## src/rtl/timer_pkg.sv

```systemverilog
// Shared definitions for the countdown timer controller and its prescaler.
package timer_pkg;

  // State encoding, also visible on the controller's state output.
  typedef enum logic [1:0] {
    ST_IDLE   = 2'b00,
    ST_RUN    = 2'b01,
    ST_PAUSE  = 2'b10,
    ST_FINISH = 2'b11
  } timer_state_t;

  // Bits needed to hold 0..value-1, never less than one bit.
  function automatic int safe_width(input int value);
    return (value <= 2) ? 1 : $clog2(value);
  endfunction

endpackage

```

## src/rtl/timer_prescaler.sv

```systemverilog
// Tick prescaler: counts 0..TICK_DIV-1 while enabled, wraps on the last value.
// tick reports "prescaler sits on its last value"; the owner decides whether
// that cycle actually consumes a tick.
module timer_prescaler
  import timer_pkg::*;
#(
  parameter int TICK_DIV = 1000
) (
  input  logic clk,
  input  logic reset,
  input  logic clr,
  input  logic en,
  output logic tick
);

  localparam int            PW   = safe_width(TICK_DIV);
  localparam logic [PW-1:0] LAST = PW'(TICK_DIV - 1);

  logic [PW-1:0] pre_q;

  assign tick = (pre_q == LAST);

  // Phase counter: cleared on load/abort, frozen while en is low.
  always_ff @(posedge clk) begin
    if (reset || clr) begin
      pre_q <= '0;
    end else if (en) begin
      pre_q <= tick ? '0 : pre_q + PW'(1);
    end
  end

endmodule

```

## src/rtl/countdown_timer_ctrl.sv

```systemverilog
// Countdown timer controller: IDLE/RUN/PAUSE/FINISH FSM with count register,
// pause/resume with preserved tick phase, clear, auto-reload and a bounded
// alarm. All outputs are registered; load/run decode the next state so they
// line up with the state output.
module countdown_timer_ctrl
  import timer_pkg::*;
#(
  parameter int CNT_W        = 16,
  parameter int TICK_DIV     = 1000,
  parameter int ALARM_CYCLES = 8
) (
  input  logic             clk,
  input  logic             reset,
  input  logic             start,
  input  logic             pause,
  input  logic             clear,
  input  logic             auto_reload,
  input  logic [CNT_W-1:0] load_val,
  output logic [1:0]       state,
  output logic [CNT_W-1:0] count,
  output logic             load,
  output logic             run,
  output logic             done,
  output logic             alarm
);

  localparam int            AW         = safe_width(ALARM_CYCLES);
  localparam logic [AW-1:0] ALARM_LAST = AW'(ALARM_CYCLES - 1);

  timer_state_t     state_q, state_d;
  logic [CNT_W-1:0] count_q, count_d;
  logic [AW-1:0]    alarm_cnt_q, alarm_cnt_d;
  logic             alarm_q, alarm_d;
  logic             done_q, done_d;
  logic             load_q, load_d;
  logic             run_q, run_d;

  logic pre_last;
  logic run_tick;
  logic idle_load;
  logic reload;
  logic pre_clr;
  logic pre_en;

  // A tick only counts while running; a zero load value never starts or reloads.
  assign run_tick  = (state_q == ST_RUN) && pre_last;
  assign idle_load = (state_q == ST_IDLE) && start && (load_val != '0);
  assign reload    = run_tick && (count_q == CNT_W'(1)) && auto_reload && (load_val != '0);
  assign pre_clr   = clear || idle_load || reload;
  // Pause freezes the phase, except that a due tick is still consumed.
  assign pre_en    = (state_q == ST_RUN) && (!pause || pre_last);

  timer_prescaler #(
    .TICK_DIV (TICK_DIV)
  ) u_prescaler (
    .clk   (clk),
    .reset (reset),
    .clr   (pre_clr),
    .en    (pre_en),
    .tick  (pre_last)
  );

  // Next-state and next-output logic.
  always_comb begin
    state_d     = state_q;
    count_d     = count_q;
    alarm_d     = alarm_q;
    alarm_cnt_d = alarm_cnt_q;
    done_d      = 1'b0;

    if (clear) begin
      state_d     = ST_IDLE;
      count_d     = '0;
      alarm_d     = 1'b0;
      alarm_cnt_d = '0;
    end else begin
      case (state_q)
        ST_IDLE: begin
          if (idle_load) begin
            state_d = ST_RUN;
            count_d = load_val;
          end
        end
        ST_RUN: begin
          if (run_tick) begin
            if (count_q == CNT_W'(1)) begin
              done_d = 1'b1;
              if (reload) begin
                count_d = load_val;
                state_d = pause ? ST_PAUSE : ST_RUN;
              end else begin
                count_d     = '0;
                state_d     = ST_FINISH;
                alarm_d     = 1'b1;
                alarm_cnt_d = ALARM_LAST;
              end
            end else begin
              count_d = count_q - CNT_W'(1);
              state_d = pause ? ST_PAUSE : ST_RUN;
            end
          end else if (pause) begin
            state_d = ST_PAUSE;
          end
        end
        ST_PAUSE: begin
          if (!pause) begin
            state_d = ST_RUN;
          end
        end
        ST_FINISH: begin
          if (start) begin
            state_d     = ST_IDLE;
            alarm_d     = 1'b0;
            alarm_cnt_d = '0;
          end else if (alarm_cnt_q != '0) begin
            alarm_cnt_d = alarm_cnt_q - AW'(1);
          end else begin
            alarm_d = 1'b0;
          end
        end
        default: begin
          state_d     = ST_IDLE;
          count_d     = '0;
          alarm_d     = 1'b0;
          alarm_cnt_d = '0;
        end
      endcase
    end

    load_d = (state_d == ST_IDLE);
    run_d  = (state_d == ST_RUN);
  end

  // State and output registers.
  always_ff @(posedge clk) begin
    if (reset) begin
      state_q     <= ST_IDLE;
      count_q     <= '0;
      alarm_cnt_q <= '0;
      alarm_q     <= 1'b0;
      done_q      <= 1'b0;
      load_q      <= 1'b1;
      run_q       <= 1'b0;
    end else begin
      state_q     <= state_d;
      count_q     <= count_d;
      alarm_cnt_q <= alarm_cnt_d;
      alarm_q     <= alarm_d;
      done_q      <= done_d;
      load_q      <= load_d;
      run_q       <= run_d;
    end
  end

  assign state = state_q;
  assign count = count_q;
  assign load  = load_q;
  assign run   = run_q;
  assign done  = done_q;
  assign alarm = alarm_q;

endmodule

```

## config.mk

```make
export PLATFORM = sky130hd
export DESIGN_NAME = countdown_timer_ctrl
export DESIGN_NICKNAME = d
export VERILOG_FILES = /design/src/rtl/timer_pkg.sv /design/src/rtl/timer_prescaler.sv /design/src/rtl/countdown_timer_ctrl.sv
export SDC_FILE = /design/constraint.sdc
export NUM_CORES = 1
export LEC_CHECK = 0
export ABC_AREA = 1
export CAP_MARGIN = 20
export CORE_MARGIN = 5
export CORE_UTILIZATION = 46
export CTS_CLUSTER_SIZE = 12
export DETAILED_ROUTE_END_ITERATION = 7
export PLACE_DENSITY = 0.75
export RECOVER_POWER = 50
export SYNTH_ARGS = -nofsm -noshare
export SYNTH_HDL_FRONTEND = slang
export SYNTH_SLANG_ARGS = --single-unit
```

## constraint.sdc

```tcl
create_clock -name clk -period 1.4 [get_ports clk]
set_input_delay 0.21 -clock clk [delete_from_list [all_inputs] [get_ports clk]]
set_output_delay 0.21 -clock clk [all_outputs]
set_load 0.01 [all_outputs]
```

==> results of run 1 <==
kinds of logic after synthesis:
family,count (synthesis),synth area share [%]
compound gates,61,14.27
flops,35,31.22
fa+ha+maj,5,2.787
xor+xnor,9,3.512
simple gates,188,39.52
buf+inv,48,8.695
worst max-delay path by stage:
stage / start / endpoint / slack (ns) / depth (start not counted)
floorplan: count[1] / count[7] / -0.12 / 13
global placement: load_val[6] / u_prescaler.pre_q[3] / -0.50 / 10
detailed placement: load_val[6] / alarm_cnt_q[1] / -0.54 / 13
CTS: count[1] / load / -0.32 / 16
global route: count[1] / count[9] / -0.54 / 14
finish: count[1] / count[9] / -0.51 / 14
power breakdown:
part           leakage [nW]  internal, mW  switching [mW]  total [mW]
Combinational          1.45         0.384           0.453       0.836
Clock                0.0654         0.713           0.425        1.14
Sequential            0.289          1.02          0.0245        1.05
Total                  1.80          2.12           0.902        3.02
synth_stat cells (all sizes together):
cell / count / area [um^2]
clkinv: 1 / 3.750
xnor2: 3 / 26.28
clkbuf: 1 / 3.750
nor3b: 1 / 12.51
nor2: 64 / 279.0
and3: 1 / 6.260
or2: 1 / 6.260
o21ai: 29 / 145.1
nand2: 82 / 350.3
nand3: 16 / 85.08
buf: 4 / 30.02
xor2: 6 / 52.55
dfxtp: 35 / 700.7
nand4: 10 / 77.57
ha: 5 / 62.56
a21oi: 22 / 110.1
a211oi: 2 / 15.01
a31oi: 8 / 50.05
inv: 42 / 157.6
nand3b: 2 / 15.01
nor3: 11 / 55.05
layout make-up:
class | count | area share [%]
Sequential cell | 35 | 18.58
Tap cell | 67 | 2.176
Inverter | 43 | 4.449
Clock inverter | 2 | 1.559
Multi-Input combinational cell | 263 | 40.24
Clock buffer | 6 | 1.884
Timing Repair Buffer | 146 | 31.11
worst reg2reg max path, delay by kind of cell (launching register included):
kind | cells | cell delay [ns]
AO/OA/AOI/OAI | 1 | 0.16
AND/OR/NAND/NOR | 10 | 1.07
adder cells (fa/ha/maj) | 1 | 0.14
flip-flops | 1 | 0.33
buffers and inverters | 2 | 0.11
flip-flops by register name, indices dropped and copies added, names as in the netlist:
signal             cells
alarm                  1
state                  2
u_prescaler.pre_q     10
count                 16
run                    1
load                   1
done                   1
alarm_cnt_q            3
through the flow:
step	cell area [um^2]	hold slack (ns)	total power [mW]	std cells
after floorplan	2283	0.2938	1.405	346
after global placement	3487	0.4595	1.778	544
after detailed placement	3487	0.4619	1.796	544
after CTS	3775	0.3717	2.918	561
after global routing	3852	0.2393	3.112	562
final	3852	0.2240	3.022	562
per-layer routing:
| metal | GRT usage [%] | up-vias |
|---|---|---|
| li1 | - | 1421 |
| met1 | 33.22 | 1438 |
| met3 | 5.756 | 63 |
| met5 | 0 | - |
| met4 | 12.67 | 0 |
| met2 | 47.16 | 241 |
what timing repair did:
item	CTS	global route
pin swaps	18	19
setup endpoints to repair	53	38
resized for setup	53	30
hold buffers	0	0
endpoints found under the hold margin	0	0
buffers inserted	9	1
==> results.txt, run 1 <==
- Among the stages of the critical path, the cell type that occurs most often is nand2_1.
* Startpoint of the tightest hold check path: load_val[7]
- # fillers: 282
- Clock Sinks: 35
* Clock Skews: 0.01446 ns
- Share of layout cells above drive strength 1: 36.77%
- The critical path is of the flop to flop type.
- Capture point of the worst reg-to-reg path: count[9]
* Chip Width: 79.86 um
- At the pin with the least slew margin, the transition time is 0.4220 ns.
- Synthesis produced a netlist with a net count of 373.
- Relative slew margins: 71.57%
- STA puts the critical path data required time at 1.62 ns.
* Final number of setup-violating endpoints: 35
- Diode count: 0
- For this run, the slowest stage of the critical path takes 0.33 ns.
* Drt first pass iters: 5
* Final number of max-transition violations: 0
- Critical Path Source Type: flop
* Total area of multi-input combinational cells: 1550 um^2
- Layout overhead on the synthesized area: 71.63%
* Critical path capture point type: flop
- The total overflow left after global routing is 0.
- The net count of the finished layout is 521.
- In the final routing, the length of wire on met1 measures 3.657 mm.
- TritonCTS built the clock tree.
- Highest Clock Rate: 524.0 MHz
- The worst hold path terminates at count[7].
* Cell type of the slowest stage on the worst timing path: dfxtp_2
* Vias post-DR: 3163
* Detailed Route Iter0 Violations: 368
- After clock tree synthesis, the clock-pin slew on the worst setup and hold paths is 0.07 ns.
- Data on the critical path arrives at its endpoint at 2.13 ns.
* Final worst path period share: 136.3%
- Power density relative to cell area: 784.5 nW/um^2
* Initial cell density of the core: 47.52%
* Core occupancy in the finished layout: 81.56%
- The floorplan step defined a die boundary enclosing 6377 um^2.
* Post-synth design cell area: 2245 um^2
- Along the worst path, the maximum fanout reaches 10.
* Number of buffers and inverters on the critical path: 2
- Number of I/O port buffers: 43
- Worst voltage drop across the vdd grid: 0.6216 mV
- In this run the mean area of a mapped cell was 6.487 um^2.
* Worst min-delay path class: primary input to flop
* Final hold vios: 0
- Counting every instance in the synthesized netlist gives 346.
- During synthesis, Yosys emitted a total of 0 warnings.
* All-layer global routing usage: 27.69%
- Number of max-cap violations: 0
- FF-to-FF setup slack: -0.51 ns
- RD Place Congestion: 0.9377
- The number of different library cells used by synthesis comes to 31.
- Wire length of the first global-routing pass: 13.88 mm
* Maximum number of pins on one net before global-route repair: 17
- For this run, the register share of the synthesized area comes to 31.22%.
- Detailed routing placed a total of 930 um of wire on met3.
* Hold Path Depth: 3
- Vert. Die Dim: 79.86 um
- The via count of the first global-routing pass came to 2989.
* Count of unresolved DRC violations after routing: 0
- Placed wire-length estimate after detailed placement: 5.429 mm
- The H-tree was split into 2 levels.
* Register cell area after layout: 715.7 um^2
- Leaving out fill and tap cells, the most frequent cell in the layout is buf_4.
- Area inside the core boundary: 4723 um^2
- The worst register-to-register path has a depth of 14.
* CTS Root Cell: clkbuf_8
- In this run the static leakage power is 1.801 nW.
* Chain of cells forming the critical path: inv_2 > ha_4 > inv_4 > nor2_4 > nand2_2 > nor2_2 > nand2_2 > nor2_4 > nand2_4 > nand2_8 > nand2_1 > nand2_1 > nand2_1 > a21oi_1
* Met2 routed WL: 4.386 mm
- After detailed routing, the total wire length is 9.510 mm.
* Synthesized flop and latch total: 35
* Remaining antenna violation count: 0
- On the critical path the largest part of the delay comes from simple AND/OR/NAND/NOR gates.
* Initial antenna violation count: 0
* Status: finished, violations left
- 44 I/O pins were placed.
- CTS Buf Count: 5
* Violations in the final reports: setup timing
- In the final routed layout, each cell accounts on average for 16.92 um.
- Startpoint of the most critical register-to-register path: count[1]
- Site row count: 25
* Max layer used: met4
- Once routing completed, OpenROAD measured the worst setup slack at -0.5084 ns.
* Post-layout minimum cycle time: 1.908 ns
- In the layout the commonest cells are buf_4 (90), nand2_1 (59), nor2_1 (43).
* Worst setup slack after placement: -0.5367 ns
* Number of buffers on the longest clock path: 2
- Vias per inst: 5.628
* Insertion delay to the later sink of the worst-skew pair: 0.31 ns
* RSZ-0062 raised after global routing: true
- Total Neg Setup Slack: -13.63 ns
Note: power is estimated with default switching activity, not from simulation.
==> run 2: changes to the inputs <==
Settings changed: CORE_MARGIN 5 to not set, CORE_UTILIZATION 46 to 25, CTS_CLUSTER_SIZE 12 to 40, PLACE_DENSITY 0.75 to not set.
==> results.txt, run 2 (synthesized netlist as in run 1, its figures left out) <==
* Data arrival time of the critical path: 1.91 ns
- Maximum number of pins on one net before global-route repair: 12
- Setup violations remaining at the end of the flow were counted as 34.
- Chain of cells forming the critical path: inv_2 > ha_4 > inv_2 > nor2_1 > nand2_1 > nor2_2 > nand2_2 > nor2_4 > nand2_4 > buf_6 > buf_4 > nand3_4 > nor3_2
* Final worst path period share: 123.7%
- Initial antenna violation count: 0
* Final number of max-transition violations: 0
* Relative slew margins: 79.76%
- Chip Width: 96.76 um
- Number of I/O port buffers: 43
* Vert. Die Dim: 96.76 um
* Clock Sinks: 35
- Placed wire-length estimate after detailed placement: 5.374 mm
- Cell area after layout: 3933 um^2
- After detailed routing, the average wire length per cell comes to 12.34 um.
- The congestion estimate from routability-driven global placement came to 0.8407.
- 44 I/O pins were placed.
- Initial cell density of the core: 25.74%
* Status: finished, violations left
* CTS Buf Count: 5
- Prior to clock tree synthesis, the placed netlist has a worst setup slack of -0.5170 ns.
- Total placed instance area: 3518 um^2
* Slew @ Worst Pin: 0.3012 ns
* Vias in the first global route: 2602
- Total Routed Length: 7.431 mm
- Top cell by count, worst path: inv_2
- For the final routed database, the setup TNS stands at -8.869 ns.
* Clock Skews: 0.005150 ns
- The min-delay analysis places its worst path in the category primary input to flop.
- The tree is rooted in a clkbuf_8.
* Number of buffers and inverters on the critical path: 4
- Diode count: 0
- Power spread over the standard cell area amounts to 681.7 nW/um^2.
* Number of flip-flops in the largest register: 16
* Commonest cells after routing, fill and taps aside: buf_4 (87), nand2_1 (57), nor2_1 (46)
- Fill cells in the final layout number 862.
- Based on the critical path, the design can be clocked at up to 577.4 MHz.
- Count of unresolved DRC violations after routing: 0
* Violations in the final reports: setup timing
* Total power draw: 2.681 mW
- Across the run, the number of max-cap violations was 0.
* Top cell family by delay on the critical path: simple AND/OR/NAND/NOR gates
- Detailed routing inserted a total of 2751 vias.
- The first TritonRoute pass finished after 4 iterations.
* Final hold vios: 0
* Worst voltage drop across the vdd grid: 0.3514 mV
- Category of the most critical setup path: flop to flop
- Area inside the core boundary: 8721 um^2
* Die area: 9362 um^2
* Leakage Power: 1.833 nW
- The worst setup path is launched from a flop.
- At the worst endpoint, the required time is 1.57 ns.
- The routed design could run at a clock period as short as 1.732 ns.
- Detailed Route Iter0 Violations: 95
- Vias per inst: 4.570
- RSZ-0062 raised after global routing: true
* Site row count: 34
- TritonCTS built the clock tree.
- Summed over all layers, the global routing overflow is 0.
- Maximum net fanout on the critical path: 6
- The tightest hold path in the finished design has a slack of 0.2348 ns.
- STA classifies the critical path endpoint as a flop.
- Once routing completed, OpenROAD measured the worst setup slack at -0.3318 ns.
* Cell type of the slowest stage on the worst timing path: dfxtp_2
- Final-stage net count: 520
- In this run the remaining antenna-violating nets after routing total 0.
- For the worst-skew pair, the clock arrives at the later sink with an insertion delay of 0.29 ns.
* H-tree levels: 2
- Leading cell type in the layout, fill and taps excluded: buf_4
- Global routing consumed, over all layers together, 15.06% of the routing resources.
- Register clock-pin slew on the reported worst setup and hold paths: 0.08 ns
* Wire length of the first global-routing pass: 11.66 mm
- Number of buffers on the longest clock path: 2
- From synthesis to final layout, the design area changed by 75.20%.
- In this design, the stage delay of the slowest critical-path cell is 0.33 ns.
- Share of layout cells above drive strength 1: 38.46%
[run 2: cell types whose count changed in the layout (fill, tap and decap cells not counted), moves of 3 or more]
cell             before  now
a21oi_2               2   10
dlymetal6s2s_1        1    6
nor2_1               43   46
buf_4                90   87
a21oi_1              19   12
nor2_2               14   11
clkdlybuf4s50_1      21   18
[run 2: worst register-to-register path, stage by stage, from the launching register on]
cell	delay, ns
dfxtp_2	0.33
inv_2	0.07
ha_4	0.12
inv_2	0.04
nor2_1	0.08
nand2_1	0.07
nor2_2	0.10
nand2_2	0.11
nor2_4	0.14
nand2_4	0.13
buf_6	0.14
buf_4	0.13
nand3_4	0.11
nor3_2	0.05
[run 2: repair_timing]
action,in CTS,in global routing
cloned,0,1
hold buffers,0,0
setup endpoints to repair,52,37
gates resized for setup,47,50
pin swaps,13,25
buffers inserted,5,6
[run 2: layout make-up]
type                       count  area [um^2]  share of cell area (%)
tap                          108        135.1                   3.436
clock buffer                   7        96.34                   2.450
sequential                    35        714.4                   18.17
timing repair buffer         144         1209                   30.73
clock inverter                 1        7.507                  0.1909
inverter                      43        171.4                   4.359
multi-input combinational    264         1599                   40.66
[run 2: metal layers]
metal,up-vias,GRT usage (%),part of all wire (%)
li1,1423,-,-
met1,1241,19.99,47
met2,78,25.14,47
met3,9,2.023,5.3
met4,0,4.937,1.4
met5,-,0,0
[run 2: through the flow]
| step | util, % | std cells |
|---|---|---|
| after global placement | 40.34 | 584 |
| after global routing | 45.09 | 602 |
| after detailed placement | 40.34 | 584 |
| after floorplan | - | 346 |
| after CTS | 42.67 | 596 |
| final | 45.09 | 602 |
[run 2: where the power goes]
part | switching (mW) | internal [mW]
logic | 0.409 | 0.385
clock network | 0.395 | 0.448
registers | 0.0202 | 1.02
[run 2: worst paths after layout]
check,start,endpoint,cells after the start,slack [ns]
setup / recovery,count[1],u_prescaler.pre_q[4],13,-0.33
hold / removal,load_val[8],count[8],3,0.23
setup reg to reg,count[1],u_prescaler.pre_q[4],13,-0.33
hold reg to reg,alarm,alarm,2,0.51
==> run 3: changes to the inputs <==
Settings changed: ABC_CLOCK_PERIOD_IN_PS set to 1400, TNS_END_PERCENT set to 30.
==> results.txt, run 3 (synthesized netlist as in run 1, its figures left out) <==
- The worst-case IR drop observed on VDD is 0.5185 mV.
- Layout overhead on the synthesized area: 75.31%
- Register clock-pin slew on the reported worst setup and hold paths: 0.08 ns
- Global routing consumed, over all layers together, 16.21% of the routing resources.
- Of all nets on the critical path, the largest fanout is 6.
* Worst hold margin: 0.3401 ns
* Share of layout cells above drive strength 1: 37.92%
- Fill cells in the final layout number 840.
- Count of unresolved DRC violations after routing: 0
- Data required time of the worst path: 1.59 ns
- The core region is 8721 um^2.
* Initial antenna violation count: 0
* Clock Skews: 0.008564 ns
- The signal on the critical path passes through inv_2 > ha_4 > inv_2 > nor2_1 > nand2_1 > nor2_1 > nand2_2 > buf_6 > nand2_8 > clkinvlp_4 > buf_4 > nand2_1 > a31oi_1.
- Across all setup checks in the final design, the least slack found is -0.3011 ns.
* Wire length of the first global-routing pass: 12.56 mm
* Commonest cells after routing, fill and taps aside: buf_4 (93), nand2_1 (56), nor2_1 (49)
* Number of buffers on the longest clock path: 2
- The floorplan step set the die width to 96.76 um.
* Top-Level Pins: 44
- Leading cell type in the layout, fill and taps excluded: buf_4
- Clock tree synthesis inserted a total of 5 buffers.
* WL/cell: 12.08 um
* H-tree levels: 2
* Post-layout minimum cycle time: 1.701 ns
* CTS Root Cell: clkbuf_8
- For the pin with the worst max-slew slack, the measured transition is 0.2829 ns.
- TritonCTS built the clock tree.
* Worst min-delay path class: primary input to flop
- The worst setup path is captured at a flop.
* Total Routed Length: 7.358 mm
- Critical Path Source Type: flop
- Remaining antenna violation count: 0
- The count of final hold-check violations came to 0.
* Vias post-DR: 2800
- By startpoint and endpoint, the worst setup path is classified as flop to flop.
- The via count of the first global-routing pass came to 2774.
- For this run, the top clock speed supported by timing is 587.9 MHz.
- Adding up every negative setup slack in the final design gives -6.383 ns.
- Register cell area after layout: 711.9 um^2
- In this run the tightest slew margin relative to its limit is 81.12%.
* Site row count: 34
- The final reports fail on setup timing.
- Maximum number of pins on one net before global-route repair: 13
- For this run, the slowest stage of the critical path takes 0.33 ns.
- RSZ-0062 raised after global routing: true
- Clock Sinks: 35
- Using the TritonRoute via totals, the vias-per-cell ratio works out to 4.598.
* Number of max-cap violations: 0
- During placement, the flow inserted port buffers numbering 43.
* Number of flip-flops in the largest register: 16
- Setup violations remaining at the end of the flow were counted as 34.
- The number of pins with negative max-slew slack in the final report was 0.
* Status: finished, violations left
- The die covers 9362 um^2.
- Summed over all nets, the half-perimeter wirelength after detailed placement is 5.427 mm.
- Drt first pass iters: 4
- Hold repair after CTS inserted 0 buffers.
- STA puts the critical path data arrival time at 1.89 ns.
- Final worst path period share: 121.5%
- The largest individual stage delay along the critical path comes from the cell dfxtp_2.
- At the end of routability-driven placement, the weighted congestion stood at 0.9092.
- Summing all multi-input logic gate instances after layout gives 1550 um^2.
- Detailed Route Iter0 Violations: 168
- Final-stage net count: 527
- Leakage Power: 1.838 nW
* Power density relative to cell area: 713.0 nW/um^2
- Insertion delay to the later sink of the worst-skew pair: 0.30 ns
* Vert. Die Dim: 96.76 um
- The number of antenna diodes in the final layout is 0.
* Initial cell density of the core: 25.74%
- Overflow left after global routing: 0
run 3: cell types whose count changed in the layout (fill, tap and decap cells not counted), sizes merged:
cell and change:
buf +9, bufinv +1, clkbuf -3, clkdlybuf4s15 -1
clkdlybuf4s50 +4, clkinv +2, dlygate4sd2 +2, dlymetal6s2s -5
inv -1, nand2 -1
run 3: layer usage:
metal / up-vias / track usage (%) / share of wire [%]
li1: 1439 / - / -
met1: 1291 / 20.34 / 46
met2: 61 / 28.60 / 49
met3: 9 / 2.601 / 4.1
met4: 0 / 4.363 / 1.4
met5: - / 0 / 0
run 3: power by group:
| group | switching [mW] | internal (mW) | leakage (nW) |
|---|---|---|---|
| sequential | 0.0190 | 1.02 | 0.288 |
| combinational | 0.409 | 0.399 | 1.49 |
| clock | 0.423 | 0.531 | 0.0581 |
run 3: cell type report:
class | instances | share of cell area [%]
clock buffers | 5 | 1.749
flip-flops and latches | 35 | 18.09
inverters | 43 | 4.229
clock inverters | 3 | 1.113
repair buffers | 152 | 31.99
multi-input cells | 263 | 39.40
well taps | 108 | 3.434
run 3: what timing repair did:
action / CTS / global route
pin swaps: 14 / 15
setup buffers: 9 / 2
gates resized for setup: 64 / 25
setup endpoints to repair: 54 / 36
endpoints found under the hold margin: 0 / 0
run 3: metrics by stage:
| step | cell area, um^2 | cells | utilization [%] | total power, mW | setup WS [ns] |
|---|---|---|---|---|---|
| after floorplan | 2262 | 346 | - | 1.404 | -0.1242 |
| after global placement | 3542 | 590 | 40.62 | 1.789 | -0.4359 |
| after detailed placement | 3542 | 590 | 40.62 | 1.792 | -0.4814 |
| after CTS | 3852 | 607 | 44.18 | 2.796 | -0.2855 |
| after global routing | 3935 | 609 | 45.12 | 2.933 | -0.4499 |
| final | 3935 | 609 | 45.12 | 2.806 | -0.3011 |
run 3: worst paths after layout:
check / from / end / slack [ns] / cells after the start
worst max-delay path: count[1] / count[3] / -0.30 / 13
worst min-delay path: load_val[12] / count[12] / 0.34 / 4
worst max register to register: count[1] / count[3] / -0.30 / 13
worst min register to register: alarm / alarm / 0.48 / 2
run 3: worst max-delay path: cells and delay by family, from the launching register on:
family                     cells  cell delay, ns
AOI/OAI and AO/OA              1            0.08
DFF                            1            0.33
adders and majority gates      1            0.12
and+or+nand+nor                6            0.47
buffers and inverters          5            0.60
